<file path="src/rtl/spectrum_peak_tracker.sv">
// ---------------------------------------------------------------------------
// spectrum_peak_tracker
//
// Follows the strongest bin of a streamed FFT magnitude spectrum. It scans
// each frame for the maximum inside a configurable bin window. It then
// commits a new frequency control word once enough consecutive frames agree
// on roughly the same bin.
//
// Ports
//   sys_clk                single clock, rising edge
//   sys_rstn               synchronous reset, active-low
//   s_magni_valid          magnitude sample strobe
//   s_magni_addr           bin index of the sample
//   s_magni_data           unsigned bin magnitude
//   s_magni_last           final sample of a frame (qualified by valid)
//   cfg_bin_lo/hi          inclusive search window
//   cfg_threshold          minimum peak magnitude for a frame to count
//   s_sta_ram_trav         downstream busy; a commit waits while high
//   m_convert_config_data  committed frequency control word (bin * FCW_PER_BIN)
//   m_convert_config_step  |new bin - previous committed bin|, saturated at 127
//   m_peak_bin             committed bin
//   m_peak_valid           one-cycle pulse per commit
//   m_peak_lock            high while the tracker is locked
//   m_frame_drop           one-cycle pulse when a sample is discarded
// ---------------------------------------------------------------------------
module spectrum_peak_tracker #(
  parameter int          ADDR_W      = 9,
  parameter int          MAG_W       = 16,
  parameter logic [31:0] FCW_PER_BIN = 32'd8589934,
  parameter int          LOCK_FRAMES = 3,
  parameter int          LOCK_TOL    = 2
) (
  input  logic              sys_clk,
  input  logic              sys_rstn,
  input  logic              s_magni_valid,
  input  logic [ADDR_W-1:0] s_magni_addr,
  input  logic [MAG_W-1:0]  s_magni_data,
  input  logic              s_magni_last,
  input  logic [ADDR_W-1:0] cfg_bin_lo,
  input  logic [ADDR_W-1:0] cfg_bin_hi,
  input  logic [MAG_W-1:0]  cfg_threshold,
  input  logic              s_sta_ram_trav,
  output logic [31:0]       m_convert_config_data,
  output logic [6:0]        m_convert_config_step,
  output logic [ADDR_W-1:0] m_peak_bin,
  output logic              m_peak_valid,
  output logic              m_peak_lock,
  output logic              m_frame_drop
);

  localparam logic [3:0]        LOCK_CNT = 4'(LOCK_FRAMES);
  localparam logic [ADDR_W-1:0] TOL      = ADDR_W'(LOCK_TOL);

  typedef enum logic [1:0] {SCAN, EVAL, HOLD} state_t;

  state_t state, state_nxt;

  logic [MAG_W-1:0]  run_max;
  logic [ADDR_W-1:0] cand_bin;
  logic              cand_seen;
  logic [ADDR_W-1:0] prev_cand;
  logic [3:0]        agree_cnt;
  logic [ADDR_W-1:0] pending_bin;

  logic              in_window;
  logic              take_sample;
  logic              frame_end;
  logic              frame_ok;
  logic              agree;
  logic [3:0]        cnt_next;
  logic              reach_lock;
  logic              do_commit;
  logic [ADDR_W-1:0] commit_bin;
  logic [31:0]       step_wide;

  function automatic logic [ADDR_W-1:0] abs_diff(input logic [ADDR_W-1:0] a,
                                                 input logic [ADDR_W-1:0] b);
    return (a >= b) ? (a - b) : (b - a);
  endfunction

  // An inverted window (lo > hi) can never match, so such frames are
  // always invalid. The first in-window sample is always taken so that a
  // magnitude of zero is still a legal maximum. After that, only a strictly
  // larger value replaces it, which keeps the earliest of equal peaks.
  assign in_window   = (s_magni_addr >= cfg_bin_lo) && (s_magni_addr <= cfg_bin_hi);
  assign take_sample = (state == SCAN) && s_magni_valid && in_window &&
                       (!cand_seen || (s_magni_data > run_max));
  assign frame_end   = (state == SCAN) && s_magni_valid && s_magni_last;

  // A frame only counts toward lock if it had a real in-window peak above
  // threshold. Agreement needs a previous valid frame (count non-zero),
  // so the first frame after a loss always restarts the count at 1.
  assign frame_ok   = cand_seen && (run_max >= cfg_threshold);
  assign agree      = (abs_diff(cand_bin, prev_cand) <= TOL) && (agree_cnt != 4'd0);
  assign cnt_next   = !agree ? 4'd1 :
                      (agree_cnt >= LOCK_CNT) ? LOCK_CNT : agree_cnt + 4'd1;
  assign reach_lock = frame_ok && (cnt_next == LOCK_CNT);

  // State register for the scan / evaluate / hold sequence.
  always_ff @(posedge sys_clk) begin
    if (!sys_rstn) begin
      state <= SCAN;
    end else begin
      state <= state_nxt;
    end
  end

  // Next-state logic and commit decision. EVAL lasts exactly one cycle.
  // A commit that meets a busy downstream is parked in HOLD, and HOLD
  // releases the pending bin on the first idle cycle.
  always_comb begin
    state_nxt  = state;
    do_commit  = 1'b0;
    commit_bin = cand_bin;
    case (state)
      SCAN: begin
        if (frame_end) state_nxt = EVAL;
      end
      EVAL: begin
        if (reach_lock && s_sta_ram_trav) begin
          state_nxt = HOLD;
        end else begin
          state_nxt = SCAN;
          do_commit = reach_lock;
        end
      end
      HOLD: begin
        commit_bin = pending_bin;
        if (!s_sta_ram_trav) begin
          state_nxt = SCAN;
          do_commit = 1'b1;
        end
      end
      default: state_nxt = SCAN;
    endcase
  end

  assign step_wide = 32'(abs_diff(commit_bin, m_peak_bin));

  // Running-max search. All search state is wiped on every return to SCAN.
  // Because of that, the tail of a frame that was cut off by a drop is
  // simply treated as a fresh frame.
  always_ff @(posedge sys_clk) begin
    if (!sys_rstn) begin
      run_max   <= '0;
      cand_bin  <= '0;
      cand_seen <= 1'b0;
    end else if ((state != SCAN) && (state_nxt == SCAN)) begin
      run_max   <= '0;
      cand_bin  <= '0;
      cand_seen <= 1'b0;
    end else if (take_sample) begin
      run_max   <= s_magni_data;
      cand_bin  <= s_magni_addr;
      cand_seen <= 1'b1;
    end
  end

  // Frame-to-frame agreement tracking, updated once per frame in EVAL.
  // An invalid frame zeroes the count but leaves prev_cand untouched.
  always_ff @(posedge sys_clk) begin
    if (!sys_rstn) begin
      prev_cand   <= '0;
      agree_cnt   <= '0;
      pending_bin <= '0;
    end else if (state == EVAL) begin
      if (!frame_ok) begin
        agree_cnt <= 4'd0;
      end else begin
        agree_cnt <= cnt_next;
        prev_cand <= cand_bin;
      end
      if (reach_lock && s_sta_ram_trav) pending_bin <= cand_bin;
    end
  end

  // Output registers. A commit wins over a lock-loss on the same frame.
  // This matters only when LOCK_FRAMES is 1. Losing lock never clears the
  // committed word, step or bin.
  always_ff @(posedge sys_clk) begin
    if (!sys_rstn) begin
      m_convert_config_data <= '0;
      m_convert_config_step <= '0;
      m_peak_bin            <= '0;
      m_peak_valid          <= 1'b0;
      m_peak_lock           <= 1'b0;
      m_frame_drop          <= 1'b0;
    end else begin
      m_peak_valid <= do_commit;
      m_frame_drop <= s_magni_valid && (state != SCAN);
      if (do_commit) begin
        m_convert_config_data <= 32'(commit_bin) * FCW_PER_BIN;
        m_convert_config_step <= (step_wide > 32'd127) ? 7'd127 : step_wide[6:0];
        m_peak_bin            <= commit_bin;
        m_peak_lock           <= 1'b1;
      end else if ((state == EVAL) && (!frame_ok || !agree)) begin
        m_peak_lock <= 1'b0;
      end
    end
  end

endmodule

</file>
<file path="config.mk">
export PLATFORM = sky130hd
export DESIGN_NAME = spectrum_peak_tracker
export DESIGN_NICKNAME = d
export VERILOG_FILES = /design/src/rtl/spectrum_peak_tracker.sv
export SDC_FILE = /design/constraint.sdc
export NUM_CORES = 1
export LEC_CHECK = 0
export BUFFER_PORTS_ARGS = -buffer_cell sky130_fd_sc_hd__buf_2
export CORE_ASPECT_RATIO = 1.4
export CORE_MARGIN = 1
export CORE_UTILIZATION = 30
export DETAILED_ROUTE_END_ITERATION = 6
export PLACE_DENSITY_LB_ADDON = 0.3
export SYNTH_ARGS = -nofsm -noshare
export SYNTH_HDL_FRONTEND = slang
export SYNTH_SLANG_ARGS = --single-unit
</file>
<file path="constraint.sdc">
create_clock -name sys_clk -period 7.2 [get_ports sys_clk]
set_input_delay 1.44 -clock sys_clk [delete_from_list [all_inputs] [get_ports sys_clk]]
set_output_delay 1.44 -clock sys_clk [all_outputs]
set_load 0.005 [all_outputs]
</file>
# Word level (Yosys, flattened, before mapping)
# Index checks and enable logic that the tools add are counted.
dict set report word_totals {
  latchBits 0
  register_bits 100
  ramBits 0
  n_memories 0
  in_bits 64
  word_cells 73
  output_inout_bits 51
  romBits 0
}
dict set report classes {
  div 0
  addsub 5
  n_lt_le_gt_ge 9
  n_mul 1
  mux 16
  n_reduce_logical 25
  eq_ne 3
  shift 0
  bitwise 1
}
# op n
set op_table {}
lappend op_table {{$sub A9 B9 Y9} 4}
lappend op_table {{$mul A9 B23 Y31 const B} 1}
lappend op_table {{$ge A9 B9 Y1} 3}
lappend op_table {{$mux W9} 3}
lappend op_table {{$ge A16 B16 Y1} 1}
lappend op_table {{$gt A16 B16 Y1} 1}
lappend op_table {{$logic_and A1 B1 Y1} 12}
lappend op_table {{$mux W4} 3}
lappend op_table {{$gt A9 B7 Y1 const B} 1}
lappend op_table {{$le A9 B2 Y1 const B} 1}
lappend op_table {{$le A9 B9 Y1} 1}
lappend op_table {{$mux W7} 1}
lappend op_table {{$mux W2} 3}
lappend op_table {{$pmux W2 S3} 1}
lappend op_table {{$add A4 B1 Y4 const B} 1}
lappend op_table {{$eq A4 B2 Y1 const B} 1}
lappend op_table {{$ge A4 B2 Y1 const B} 1}
lappend op_table {{$logic_not A2 Y1} 2}
lappend op_table {{$mux W1} 4}
lappend op_table {{$reduce_and A2 Y1} 2}
lappend op_table {{$reduce_bool A2 Y1} 2}
lappend op_table {{$reduce_bool A4 Y1} 1}
lappend op_table {{$logic_not A1 Y1} 3}
lappend op_table {{$eq A2 B1 Y1 const B} 1}
lappend op_table {{other kinds (5)} 6}

# Longest topological paths before layout
# Gate-level depths: netlist of the first run.
dict set report logic_depth {
  ltp_word 13
  mapped_depth 25
  depth_no_buf 23
}

# Least setup slack after synthesis of the first run
# OpenSTA, ideal clock, no wires.
dict set report synth_path {
  path_kind {reg2reg}
  from {register state[0]}
  to {register m_convert_config_data[31]}
  t_arrival_ns 5.948
  path_slack_ns 1.182
  period_less_slack_ns 6.018
  path_stages_with_launch 24
  required_ns 7.130
  path_buffers 2
  cell_sequence {dfxtp_1 inv_1 ha_1 clkbuf_1 clkbuf_1 o21ai_0 inv_1 ha_1 inv_1 fa_1 ha_1 inv_1 fa_1 inv_1 ha_1 nand2b_1 a21oi_1 o31a_1 o21ai_0 o311ai_0 nand2_1 o41ai_1 xnor2_1 o2bb2ai_1}
}
dict set report synth_via {
  elab_chain_len 3
  elab_cells_between_ends 5
}
# element line
set synth_rtl {}
lappend synth_rtl {{start, declared} 56} ;# state_t state, state_nxt;
lappend synth_rtl {{start signal, assigned} 104} ;# state <= state_nxt;
lappend synth_rtl {{$eq A2 B2 Y1} 115} ;# case (state)
lappend synth_rtl {{$mux W9} 115}
lappend synth_rtl {{via commit_bin[1]} 73} ;# logic [ADDR_W-1:0] commit_bin;
lappend synth_rtl {{$mul A9 B23 Y31} 192} ;# m_convert_config_data <= 32'(commit_bin) * FCW_PER_BIN;
lappend synth_rtl {{end signal, assigned} 192}
lappend synth_rtl {{end, declared} 43} ;# output logic [31:0] m_convert_config_data,
# The timed path passes the listed nets, and every way through them passes these cells.
# A chain may end at the register's enable or synchronous reset.

# Worst setup path after layout of the first run
# Ends and elaborated chain as after synthesis.

==> results.sh, run 1 <==
export IMPL_outcome="finished, final reports clean"
export IMPL_final_area_mm2=0.0113
export IMPL_syn_mean_instance_area_um2=8.01
export IMPL_cts_root_buf="clkbuf_16"
export IMPL_stdcell_count=1776
export IMPL_grt_max_degree=64
export IMPL_reg2reg_depth=23
export IMPL_path_clk_slew_ps=80
export IMPL_post_cts_buffers=0
export IMPL_rsz0062_at_grt="false"
export IMPL_hp_class="flip-flop to flip-flop"
export IMPL_die_x_um=156
export IMPL_die_area_mm2=0.0340
export IMPL_io_buffer_count=113
export IMPL_syn2layout_area_growth_pct=13.3
export IMPL_cp_num_buf_inv=6
export IMPL_crit_slowest_cell="fa_1"
export IMPL_crit_type="flip-flop to flip-flop"
export IMPL_cts_tree="yes"
export IMPL_cpMostUsedCell="inv_1"
export IMPL_path_delay_family="adder cells"
export IMPL_synth_top_flop_cell="dfxtp_1"
export IMPL_cap_violations=0
export IMPL_fin_setup_tns_ps=0
export IMPL_ys_warnings_count=0
export IMPL_synth_seq_cells=99
export IMPL_dp_cells=1760
export IMPL_synthArstFlopShare=0
export IMPL_ys_seq_area_frac=0.199
export IMPL_grt_pass1_wl_um=47600
export IMPL_row_count=78
export IMPL_critPathMaxStageDelay_ps=550
export IMPL_syn_cell_area_mm2=0.00996
export IMPL_drive_gt1_frac=0.124
export IMPL_hold_end="m_convert_config_data[16]$_SDFFE_PN0P_"
export IMPL_cp_cell_sequence="inv_1 > ha_1 > buf_4 > nand2_1 > a21boi_0 > inv_1 > ha_1 > inv_1 > fa_1 > fa_1 > inv_1 > fa_1 > ha_1 > o21ai_0 > a21oi_1 > o31a_1 > o21ai_0 > buf_4 > o311ai_0 > nand2_1 > o41ai_1 > xnor2_1 > o2bb2ai_1"
export IMPL_ys_types=67
export IMPL_report_final_slew_viol_count=0
export IMPL_cts_hold_fix_buffers=0
export IMPL_cp_data_arrival_time_ps=6660
export IMPL_ctsResizeCount=0
export IMPL_antenna_found_initial=0
export IMPL_setup_viol=0
export IMPL_r2r_end="m_convert_config_data[31]$_SDFFE_PN0P_"
export IMPL_antenna_cells=0
export IMPL_clock_latency_ps=380
export IMPL_fmax_mhz=156
export IMPL_relSlewSlack=0.197
export IMPL_gp_congestion=0.945
export IMPL_ant_nets=0
export IMPL_cp_max_fo=18
export IMPL_dr_first_iter_drc_count=423
export IMPL_cts_htree_levels=3
export IMPL_syn_nets=1514
export IMPL_timing_final_ws_setup_ps=781
export IMPL_dpl_cell_area_mm2=0.0110
export IMPL_tightest_slew_ps=1200
export IMPL_dr_pass1_iters=7
export IMPL_vias_per_cell=5.17
export IMPL_fp_dieH_um=218
export IMPL_final_util=0.347
export IMPL_hold_start="m_convert_config_data[16]$_SDFFE_PN0P_"
export IMPL_start_kind="flip-flop"
export IMPL_hold_viol=0
export IMPL_drc=0
export IMPL_wire_per_inst_um=16.7
export IMPL_dr_total_vias=9190
export IMPL_r2r_start="state[0]$_SDFF_PN0_"
export IMPL_rrSetupSlack_ps=780
export IMPL_initial_utilization=0.307
export IMPL_syn_instance_count=1244
export IMPL_max_vdd_ir_drop_v=0.0000900
export IMPL_p_leak_nw=5.24
export IMPL_cts_sinks=99
export IMPL_numCtsBuffers=9
export IMPL_final_net_count=1601
export IMPL_grt_pass1_vias=9165
export IMPL_powerDensity_mw_per_mm2=126
export IMPL_required_ps=7440
export IMPL_holdPathStages=2
export IMPL_crit_path_end_kind="flip-flop"
export IMPL_fin_hold_ws_ps=463
export IMPL_gr_usage_all_layers=0.179
export IMPL_finalClockSkew_ps=13.2
export IMPL_hpwlAfterDp_um=23100
export IMPL_p_total_mw=1.43
export IMPL_finalCriticalPeriod_ps=6420
export IMPL_io_pins=115
export IMPL_routed_wirelength_um=29700
export IMPL_overflow=0
export IMPL_core_mm2=0.0325
export IMPL_dpl_worst_slack_ps=804
export IMPL_synth_edff_count=0
export IMPL_period_share=0.892
export IMPL_cts_path_max_buffers=2
-- metal layers --
metal / up-vias / global-route usage / part of all wire
li1: 4564 / - / -
met5: - / 0 / 0
met2: 185 / 0.337 / 0.53
met1: 4391 / 0.200 / 0.41
met4: 0 / 0.0778 / 0.034
met3: 50 / 0.0193 / 0.030
-- report_power, final --
group | total, mW | leakage, nW | internal, mW | switching [mW]
Sequential | 0.561 | 0.798 | 0.553 | 0.00787
Clock | 0.503 | 0.146 | 0.245 | 0.258
Combinational | 0.364 | 4.29 | 0.143 | 0.221
Total | 1.43 | 5.24 | 0.941 | 0.487
-- worst min-delay path: cells and delay by family (launching register included) --
kind	cells	cell delay, ps
AO/OA/AOI/OAI	1	50
AND/OR/NAND/NOR	1	60
flip-flops	1	310
-- logic make-up (layout without fill, tap and decap cells) --
family,count (synthesis),in the layout,share of synthesized area
AOI/OAI and AO/OA,381,381,0.242
xor gates and xnor gates,26,26,0.0229
adders and majority gates,206,206,0.289
buffers and inverters,245,337,0.0963
DFF,99,99,0.199
muxes,9,9,0.00929
other,1,1,0.000376
and+or+nand+nor,277,277,0.142
-- worst max path at each step --
stage,from,to,slack (ps),depth (start not counted)
2_1_floorplan,state[0]$_SDFF_PN0_,m_convert_config_data[31]$_SDFFE_PN0P_,1180,23
3_3_place_gp,state[0]$_SDFF_PN0_,m_convert_config_data[31]$_SDFFE_PN0P_,900,23
3_5_place_dp,state[0]$_SDFF_PN0_,m_convert_config_data[31]$_SDFFE_PN0P_,800,23
4_1_cts,state[0]$_SDFF_PN0_,m_convert_config_data[31]$_SDFFE_PN0P_,770,23
5_1_grt,state[0]$_SDFF_PN0_,m_convert_config_data[31]$_SDFFE_PN0P_,440,23
6_report,state[0]$_SDFF_PN0_,m_convert_config_data[31]$_SDFFE_PN0P_,780,23
-- Yosys cell counts, types with 4 or more instances --
cell type    n  area [um2]
a21oi_1    128         641
nand2_1     46         173
o211ai_1    15         113
mux2i_1      7        70.1
a311oi_1     4        35.0
or2_2        4        25.0
nor2_1      55         206
nor3_1      25         125
nand3_1     53         265
nor4_1       5        31.3
ha_1       166        2080
nand2b_1    18         113
buf_2        6        30.0
dfxtp_1     99        1980
o21bai_1     5        37.5
a2111o_1     4        45.0
clkbuf_1    40         150
xnor2_1     21         184
a21boi_0     5        37.5
and2_1       4        25.0
and3_1       5        31.3
o21a_1      15         113
buf_4        4        30.0
xor2_1       5        43.8
o21ai_0     79         395
nand4_1     33         206
nor2b_1     12        75.1
fa_1        40         801
o31ai_1     34         255
a31oi_1      9        56.3
a211oi_1    20         150
a21o_1      28         210
inv_1      187         702
or3_1        5        31.3
-- cell usage in the layout (no fill, tap or decap), types with 5 or more instances in the layout --
cell type	Yosys	routed
o211ai_1	15	15
nor4_1	5	5
and3_1	5	5
buf_4	4	20
a21oi_1	128	128
o31ai_1	34	32
a31oi_1	9	9
xnor2_1	21	21
nand2_1	46	46
o21bai_1	5	5
inv_1	187	187
nand3_1	53	53
buf_2	6	113
nand4_1	33	33
clkbuf_16	0	9
nor2b_1	12	12
nor2_1	55	54
mux2i_1	7	7
nor3_1	25	25
ha_1	166	166
a21boi_0	5	5
o21ai_0	79	77
dfxtp_1	99	99
nand2b_1	18	18
xor2_1	5	5
or3_1	5	5
o21a_1	15	15
fa_1	40	40
a211oi_1	20	19
a21o_1	28	28
-- registers in the layout (all words and copies together) (netlist names), 2 cells and up --
name / count
agree_cnt: 4
cand_bin: 9
m_convert_config_data: 30
m_convert_config_step: 7
m_peak_bin: 9
pending_bin: 9
prev_cand: 9
run_max: 16
state: 2
-- cell type report --
class | count | area (um2)
Clock buffer | 9 | 225
Clock inverter | 7 | 65.1
Fill cell | 3451 | 21200
Inverter | 188 | 706
Multi-Input combinational cell | 900 | 7050
Sequential cell | 99 | 1980
Tap cell | 440 | 551
Timing Repair Buffer | 133 | 716
Power figures use the tool's default switching activity.
==> run 2, diff against run 1 <==
--- a/config.mk
+++ b/config.mk
@@ -10,7 +10,7 @@
 export CORE_MARGIN = 1
 export CORE_UTILIZATION = 30
 export DETAILED_ROUTE_END_ITERATION = 6
-export PLACE_DENSITY_LB_ADDON = 0.3
+export PLACE_DENSITY_LB_ADDON = 0.05
 export SYNTH_ARGS = -nofsm -noshare
 export SYNTH_HDL_FRONTEND = slang
 export SYNTH_SLANG_ARGS = --single-unit
==> run 2 against run 1 <==
Net effect:
- count of clock-buffer cells in the layout rose by 3
- routed wire length rose by 9.4%
- critical path depth fell by 2
- fmax fell by 1.8%
- sequential power barely moved
- combinational power rose by 3%
- design area rose by 0.43%
- global-route usage rose by 1.9 points
- via count fell by 1.7%
- total power rose by 5.7%
- clock power rose by 14%
- highest routed layer unchanged
==> results.sh, run 2 (synthesized netlist as in run 1, its figures left out) <==
export IMPL_finalClockSkew_ps=20.2
export IMPL_io_pins=115
export IMPL_hpwlAfterDp_um=25700
export IMPL_routed_wl_met3_um=761
export IMPL_wire_per_inst_um=18.3
export IMPL_top_regs="m_convert_config_data x30, run_max x16"
export IMPL_final_util=0.349
export IMPL_fmax_mhz=153
export IMPL_initial_utilization=0.307
export IMPL_drive_gt1_frac=0.124
export IMPL_drc=0
export IMPL_largest_reg_flops=30
export IMPL_overflow=0
export IMPL_path_clk_slew_ps=90
export IMPL_gr_usage_all_layers=0.198
export IMPL_clock_latency_ps=400
export IMPL_report_final_slew_viol_count=0
export IMPL_dpl_cell_area_mm2=0.0110
export IMPL_critPathMaxStageDelay_ps=550
export IMPL_final_area_mm2=0.0113
export IMPL_tightest_slew_ps=1170
export IMPL_crit_path_end_kind="flip-flop"
export IMPL_numCtsBuffers=9
export IMPL_dp_cells=1761
export IMPL_cts_root_buf="clkbuf_16"
export IMPL_gp_congestion=0.890
export IMPL_ff_latch_area_mm2=0.00198
export IMPL_path_delay_family="adder cells"
export IMPL_cpMostUsedCell="fa_1"
export IMPL_r2r_start="state[0]$_SDFF_PN0_"
export IMPL_grt_pass1_vias=9200
export IMPL_hold_viol=0
export IMPL_final_common_cell="inv_1"
export IMPL_syn2layout_area_growth_pct=13.8
export IMPL_crit_slowest_cell="fa_1"
export IMPL_finalCriticalPeriod_ps=6540
export IMPL_cp_num_buf_inv=5
export IMPL_hold_start="m_convert_config_data[13]$_SDFFE_PN0P_"
export IMPL_ant_nets=0
export IMPL_cp_cell_sequence="inv_1 > ha_1 > buf_4 > mux2_2 > inv_1 > fa_1 > fa_1 > fa_1 > inv_1 > fa_1 > ha_1 > o21ai_0 > a21oi_1 > o31a_1 > o21ai_0 > buf_4 > o311ai_0 > nand2_1 > o41ai_1 > xnor2_1 > o2bb2ai_1"
export IMPL_io_buffer_count=113
export IMPL_drt_met1_wl_um=12800
export IMPL_ctsResizeCount=0
export IMPL_fin_setup_tns_ps=0
export IMPL_cts_path_max_buffers=2
export IMPL_setup_viol=0
export IMPL_grt_pass1_wl_um=50800
export IMPL_fin_hold_ws_ps=462
export IMPL_multiInputGateArea_mm2=0.00705
export IMPL_core_mm2=0.0325
export IMPL_grt_max_degree=64
export IMPL_cp_max_fo=11
export IMPL_dr_total_vias=9033
export IMPL_dr_pass1_iters=4
export IMPL_outcome="finished, final reports clean"
export IMPL_rsz0062_at_grt="false"
export IMPL_nFillCells=3499
export IMPL_timing_final_ws_setup_ps=663
export IMPL_p_total_mw=1.51
export IMPL_vias_per_cell=5.08
export IMPL_cp_startpoint="state[0]$_SDFF_PN0_"
export IMPL_antenna_found_initial=0
export IMPL_cap_violations=0
export IMPL_dpl_worst_slack_ps=583
export IMPL_relSlewSlack=0.217
export IMPL_crit_type="flip-flop to flip-flop"
export IMPL_required_ps=7450
export IMPL_powerDensity_mw_per_mm2=133
export IMPL_row_count=78
export IMPL_max_vdd_ir_drop_v=0.000108
export IMPL_die_x_um=156
export IMPL_cts_sinks=99
export IMPL_layout_common_cells="inv_1, ha_1, a21oi_1"
export IMPL_routed_wirelength_um=32500
export IMPL_period_share=0.908
export IMPL_final_net_count=1602
export IMPL_post_cts_buffers=0
export IMPL_die_area_mm2=0.0340
export IMPL_cp_data_arrival_time_ps=6790
export IMPL_cts_hold_fix_buffers=0
export IMPL_dr_first_iter_drc_count=397
export IMPL_fp_dieH_um=218
export IMPL_stdcell_count=1778
export IMPL_routed_wl_met2_um=17500
export IMPL_start_kind="flip-flop"
export IMPL_p_leak_nw=5.26
export IMPL_cts_htree_levels=3
export IMPL_hp_class="flip-flop to flip-flop"
export IMPL_cts_tree="yes"
export IMPL_largest_register="m_convert_config_data"
export IMPL_routed_top_layer="met4"
[run 2: metal layers]
| layer | vias up | GRT usage |
|---|---|---|
| li1 | 4561 | - |
| met1 | 4263 | 0.210 |
| met2 | 160 | 0.382 |
| met3 | 49 | 0.0175 |
| met4 | 0 | 0.107 |
| met5 | - | 0 |
[run 2: final cells by class]
cell class                 count  share of cell area
antenna                        1            0.000221
inverter                     188              0.0622
timing repair buffer         134              0.0638
multi-input combinational    900               0.621
sequential                    99               0.175
clock buffer                  12              0.0226
clock inverter                 4             0.00640
tap                          440              0.0485
[run 2: tightest hold or removal path: stages (launching register included)]
cell and delay (ps):
dfxtp_1 320, nand3_1 60, a21oi_1 50
[run 2: where the power goes]
group          leakage (nW)  switching [mW]  internal [mW]
sequential            0.798         0.00711          0.553
clock                 0.159           0.252          0.324
combinational          4.30           0.229          0.145
total                  5.26           0.488           1.02
[run 2: path summary, 6_finish.rpt]
kind                                            endpoint  slack, ps  cells after the start
setup reg to reg  m_convert_config_data[31]$_SDFFE_PN0P_        660                     21
hold / removal    m_convert_config_data[13]$_SDFFE_PN0P_        460                      2
setup / recovery  m_convert_config_data[31]$_SDFFE_PN0P_        660                     21
hold reg to reg   m_convert_config_data[13]$_SDFFE_PN0P_        460                      2
